[src/rtl/apb_pkg.sv]
// Shared definitions for the APB master bridge: FSM state encoding, default bus widths
// and the register map of the downstream GPIO slave.
package apb_pkg;

  localparam int APB_ADDR_WIDTH = 8;
  localparam int APB_DATA_WIDTH = 8;

  localparam logic [7:0] GPIO_DATA_ADDR = 8'hF0;
  localparam logic [7:0] GPIO_CFG_ADDR  = 8'hF1;

  typedef enum logic [1:0] {
    IDLE   = 2'd0,
    SETUP  = 2'd1,
    ACCESS = 2'd2,
    RESP   = 2'd3
  } apb_state_e;

endpackage

[src/rtl/apb_master_bridge.sv]
// Valid/ready request port to APB master bridge, one transfer in flight at a time.
// Define APB_PREADY_EN to add a pready input that stretches the ACCESS phase.
module apb_master_bridge
  import apb_pkg::*;
#(
  parameter int ADDR_WIDTH = APB_ADDR_WIDTH,
  parameter int DATA_WIDTH = APB_DATA_WIDTH
) (
  input  logic                  pclk,
  input  logic                  presetn,
  input  logic                  req_valid,
  output logic                  req_ready,
  input  logic                  req_write,
  input  logic [ADDR_WIDTH-1:0] req_addr,
  input  logic [DATA_WIDTH-1:0] req_wdata,
  output logic                  resp_valid,
  input  logic                  resp_ready,
  output logic [DATA_WIDTH-1:0] resp_rdata,
  output logic [ADDR_WIDTH-1:0] paddr,
  output logic                  psel,
  output logic                  penable,
  output logic                  pwrite,
  output logic [DATA_WIDTH-1:0] pwdata,
`ifdef APB_PREADY_EN
  input  logic                  pready,
`endif
  input  logic [DATA_WIDTH-1:0] prdata
);

  apb_state_e state;
  logic       access_done;

`ifdef APB_PREADY_EN
  assign access_done = pready;
`else
  assign access_done = 1'b1;
`endif

  assign req_ready = (state == IDLE);

  // APB outputs are set on the edge that enters each state, so they are valid for
  // the whole SETUP/ACCESS cycle rather than one cycle late.
  always_ff @(posedge pclk) begin
    if (!presetn) begin
      state      <= IDLE;
      psel       <= 1'b0;
      penable    <= 1'b0;
      pwrite     <= 1'b0;
      paddr      <= '0;
      pwdata     <= '0;
      resp_valid <= 1'b0;
      resp_rdata <= '0;
    end else begin
      case (state)
        IDLE: begin
          if (req_valid) begin
            paddr   <= req_addr;
            pwrite  <= req_write;
            pwdata  <= req_wdata;
            psel    <= 1'b1;
            penable <= 1'b0;
            state   <= SETUP;
          end
        end
        SETUP: begin
          penable <= 1'b1;
          state   <= ACCESS;
        end
        ACCESS: begin
          if (access_done) begin
            psel       <= 1'b0;
            penable    <= 1'b0;
            resp_rdata <= pwrite ? '0 : prdata;
            resp_valid <= 1'b1;
            state      <= RESP;
          end
        end
        RESP: begin
          if (resp_ready) begin
            resp_valid <= 1'b0;
            state      <= IDLE;
          end
        end
        default: begin
          psel       <= 1'b0;
          penable    <= 1'b0;
          resp_valid <= 1'b0;
          state      <= IDLE;
        end
      endcase
    end
  end

endmodule

[config.mk]
export PLATFORM = sky130hd
export DESIGN_NAME = apb_master_bridge
export DESIGN_NICKNAME = d
export VERILOG_FILES = /design/src/rtl/apb_pkg.sv /design/src/rtl/apb_master_bridge.sv
export SDC_FILE = /design/constraint.sdc
export NUM_CORES = 1
export LEC_CHECK = 0
export ABC_AREA = 0
export BUFFER_PORTS_ARGS = -buffer_cell sky130_fd_sc_hd__buf_2
export CAP_MARGIN = 20
export CORE_ASPECT_RATIO = 1.5
export CORE_UTILIZATION = 45
export CTS_CLUSTER_SIZE = 8
export DETAILED_ROUTE_END_ITERATION = 10
export HOLD_SLACK_MARGIN = 0.02
export PLACE_DENSITY_LB_ADDON = 0.2
export SLEW_MARGIN = 20
export SYNTH_ARGS = -nofsm -noshare
export SYNTH_HDL_FRONTEND = slang
export SYNTH_SLANG_ARGS = --single-unit
[constraint.sdc]
create_clock -name pclk -period 1.7 [get_ports pclk]
set_input_delay 0.34 -clock pclk [delete_from_list [all_inputs] [get_ports pclk]]
set_output_delay 0.34 -clock pclk [all_outputs]
set_load 0.02 [all_outputs]
# Yosys cells after proc, flatten, opt, wreduce, memory -nomap -nowiden
# Index checks and enable logic that the tools add are counted.
[totals]
elab_cells = 32
register_bits = 30
input_bits = 29
[classes]
reduce_logical = 9
muxes = 10
n_eq_ne = 5
[op_table]
columns = ["op", "n"]
rows = [
  ["2-bit AND reduction", 5],
  ["8-bit two-way mux", 1],
  ["2-bit one-hot mux with 4 select lines", 1],
  ["2-bit equality test, second input constant", 2],
  ["2-bit two-way mux", 2],
  ["2-bit inequality test, second input constant", 2],
  ["1-bit one-hot mux with 2 select lines", 2],
  ["2-bit nonzero test", 2],
  ["1-bit two-way mux", 3],
  ["1-bit one-hot mux with 3 select lines", 1],
  ["3-bit nonzero test", 1],
  ["2-bit by 1-bit equality test with 1-bit output, second input constant", 1],
  ["2-bit zero test", 1],
]

# Longest topological paths before layout
[depth]
depth_word = 3
mapped_depth = 7
ltp_nobuf = 5

# Least setup slack after synthesis
# No wires, ideal clock.
[synth_timing]
path_kind = "flip-flop to flip-flop"
from = "register state[0]"
to = "register paddr[0]"
period_less_slack_ns = 1.371
arrival_time_ns = 1.253
n_path_buf = 2
path_slack_ns = 0.329
required_time_ns = 1.582
setup_ns = 0.118
stages_incl_launch_ff = 8
cell_sequence = "dfxtp_1 > inv_1 > ha_1 > and2_1 > buf_6 > buf_12 > nand2_1 > a21oi_2"
[synth_via]
elab_chain_len = 2
[synth_lines]
columns = ["item", "line", "source"]
rows = [
  ["start: declaration", "apb_master_bridge.sv:30", "apb_state_e state;"],
  ["start signal: assignment", "apb_master_bridge.sv:45", "state <= IDLE;"],
  ["start signal: assignment", "apb_master_bridge.sv:62", "state <= SETUP;"],
  ["start signal: assignment", "apb_master_bridge.sv:67", "state <= ACCESS;"],
  ["2-bit zero test", "n/a", ""],
  ["via req_ready", "apb_master_bridge.sv:12", "output logic req_ready,"],
  ["2-bit AND reduction (no source line)", "n/a", ""],
  ["end signal: assignment", "apb_master_bridge.sv:57", "paddr <= req_addr;"],
  ["end: declaration", "apb_master_bridge.sv:19", "output logic [ADDR_WIDTH-1:0] paddr,"],
]
# The timed path passes the listed nets, and every way through them passes these cells.
# A chain may end at the register's enable or synchronous reset.

# Worst setup path in the final report
[layout_timing]
from = "register state[0]"
to = "output port req_ready"
[layout_via]
elab_chain_len = 1
[layout_lines]
columns = ["item", "line", "source"]
rows = [
  ["2-bit zero test", "apb_master_bridge.sv:39", "assign req_ready = (state == IDLE);"],
  ["end: declaration", "apb_master_bridge.sv:12", ""],
]
# No other way between the ends.

==> metrics.md <==
| Metric | Value |
|---|---|
| Outcome | finished clean |
| Standard-cell rows | 22 |
| Top_reg_cell synth | dfxtp_1 |
| Max_slew headroom | 0.643 |
| Post-Synthesis Cells | 140 |
| Setup CP Type | flop to output pin |
| Post-CTS Setup Bufs | 0 |
| ANT nets after route | 0 |
| H-tree lvl count | 2 |
| Pwr per Cell Area | between 1000 and 1500 nW/µm² |
| Top post-synthesis cells by count | 36 x nand2_1, 30 x dfxtp_1, 16 x a21oi_1 |
| 1st-pass router iterations | 4 |
| Final #Nets | around 230 |
| Period utilisation layout | 0.919 |
| HPWL after detailed placement | slightly below 2000 µm |
| Final Hold Fails | 0 |
| Min Hold Slack | 0.234 ns |
| Area Overhead vs Synth | 27.8% |
| Clock transition at the registers of the reported paths | 0.09 ns |
| Final setup violation count | 0 |
| Design area | 1570 µm² |
| Syn nets | roughly 170 |
| Crit end category | output pin |
| Maximum VDD drop | around 0.74 mV |
| Clock Sinks | 30 |
| CTS Hold Bufs | 0 |
| Pleak | roughly 0.00076 µW |
| Vias per cell | 4.82 |
| Vias in the first global route | ~1100 |
| Top cells by area, synth | dfxtp_1 49%, nand2_1 11%, a21oi_2 7.1% |
| #FFs+latches synth | 30 |
| Total die area | 2950 µm² |
| Final WL | between 2000 and 3000 µm |
| Worst setup SP type | flop |
| Top cell type by total area after synthesis | dfxtp_1 |
| Post-synth EDFFs | 0 |
| Die height | 66.0 µm |
| Clock Latency Late Sink | roughly 0.33 ns |
| Input/output buffers | 57 |
| Number of diodes | 0 |
| Largest net degree at the start of global routing | 22 |
| Yosys top cell area share | 0.488 |
| Worst Skew | between 0.004 and 0.005 ns |
| RD Place Congestion | roughly 0.77 |
| Sequential element share of the synthesized area | 0.488 |
| CTS tree | built |
| Longest Clk Path Bufs | 2 |
| Die extent in x | approximately 45 µm |
| Setup TNS | 0 ns |
| Initial antenna violation count | 0 |
| Hold crit path type | input port to flop |
| I/O Pins | 58 |
| Syn_area_per_cell | just under 9 µm² |
| CTS root buf | clkbuf_4 |
| First-pass GRT wire length | between 4000 and 5000 µm |
| Post-Syn Area | 1230 µm² |
| Drc violations | 0 |
| Post-layout min period | ~1.6 ns |
| Critical Path AT | ~1.2 ns |
| Yosys warns | 0 |
| Worst Path Max Fanout | 5 |
| DR WL/cell | roughly 11 µm |
| Grt total ovfl | 0 |
| Most common cell in the netlist | nand2_1 |
| Total global-route track usage | 0.206 |
| Asr flop ratio synth | 0 |
| Initial Util | 0.491 |
| CTS buffer count | 5 |
| Library cells used by synthesis | 22 |
| First-iteration detailed-routing DRC count | 9 |
| Share of cells above drive strength 1 | 0.410 |
| Placed inst area | ~1500 µm² |
| RSZ-0062 raised after global routing | no |
| Vias | between 1000 and 1500 |
| Max Clk Rate | between 0.6 and 0.7 GHz |
| Worst path required time | about 1.4 ns |
| Area of the core | about 2500 µm² |
| Worst-margin pin slew | about 0.53 ns |
| Maxcap violations | 0 |
| Fin. max-slew vios | 0 |
## critical path: stages, from the launching register on
cell     delay, ns
dfxtp_1       0.37
inv_1         0.09
ha_1          0.26
buf_2         0.18
## path summary, 6_finish.rpt
path,slack [ns],endpoint,startpoint,cells after the start
setup / recovery,0.14,req_ready,state[0],3
setup reg to reg,0.32,paddr[7],state[0],5
hold reg to reg,0.46,pwdata[6],pwdata[6],2
hold / removal,0.23,resp_rdata[5],prdata[5],3
## per-layer routing
metal / vias to the layer above / part of all wire / global-route usage
li1: 571 / - / -
met1: 525 / 0.40 / 0.205
met2: 36 / 0.52 / 0.368
met3: 6 / 0.053 / 0.0765
met4: 0 / 0.020 / 0.0871
met5: - / 0 / 0
## power by group
part / total [µW] / leakage, µW / internal [µW] / switching, µW
Sequential: 901 / 0.000245 / 834 / 66.5
Combinational: 779 / 0.000478 / 281 / 498
Clock: 435 / 0.0000353 / 200 / 235
## registers in the layout, summed over array words and instances, names as in the netlist
register	count
paddr	8
pwdata	8
resp_rdata	8
state	2
penable	1
psel	1
pwrite	1
resp_valid	1
## cell type report
| cell class | count | area [µm²] |
|---|---|---|
| Fill cell | 251 | 933 |
| Sequential cell | 30 | 601 |
| Multi-Input combinational cell | 100 | 554 |
| Timing Repair Buffer | 59 | 300 |
| Clock buffer | 7 | 55.1 |
| Tap cell | 36 | 45.0 |
| Inverter | 3 | 11.3 |
| Clock inverter | 1 | 5.00 |
## logic make-up (layout without fill, tap and decap cells)
group	count (synthesis)	in the layout	synth area share
simple gates	64	64	0.233
buf+inv	10	70	0.0621
fa+ha+maj	4	4	0.0407
flops	30	30	0.488
compound gates	31	31	0.168
mux	1	1	0.00814
## cell usage in the layout, fill, tap and decap left out
| master | netlist | layout |
|---|---|---|
| a21oi_1 | 16 | 16 |
| a21oi_2 | 10 | 10 |
| and2_2 | 0 | 1 |
| and2b_1 | 1 | 1 |
| buf_2 | 3 | 57 |
| buf_4 | 1 | 2 |
| clkbuf_1 | 0 | 1 |
| clkbuf_4 | 0 | 5 |
| clkbuf_8 | 0 | 1 |
| clkinv_2 | 0 | 1 |
| dfxtp_1 | 30 | 30 |
| ha_1 | 4 | 4 |
| inv_1 | 2 | 2 |
| inv_2 | 1 | 1 |
| mux2i_1 | 1 | 1 |
| nand2_1 | 36 | 36 |
| nand2_2 | 4 | 4 |
| nor2_1 | 10 | 10 |
| nor2b_1 | 12 | 12 |
| o211ai_1 | 1 | 1 |
| o21ai_1 | 1 | 1 |
| o311a_1 | 1 | 1 |
| o31ai_1 | 1 | 1 |
| o32ai_1 | 1 | 1 |
## what timing repair did
action,4_1_cts,5_1_grt
endpoints found under the hold margin,0,0
resized for setup,0,1
setup endpoints to repair,0,12
## metrics by stage
stage	util	total power [µW]	std cells	setup WS (ns)
after global routing	0.627	2280	236	0.0576
after global placement	0.603	1670	228	0.202
after CTS	0.627	2140	236	0.0819
after detailed placement	0.603	1710	228	0.111
after floorplan	-	1520	140	0.329
final	0.627	2110	236	0.138
Note: power is estimated with default switching activity, not from simulation.
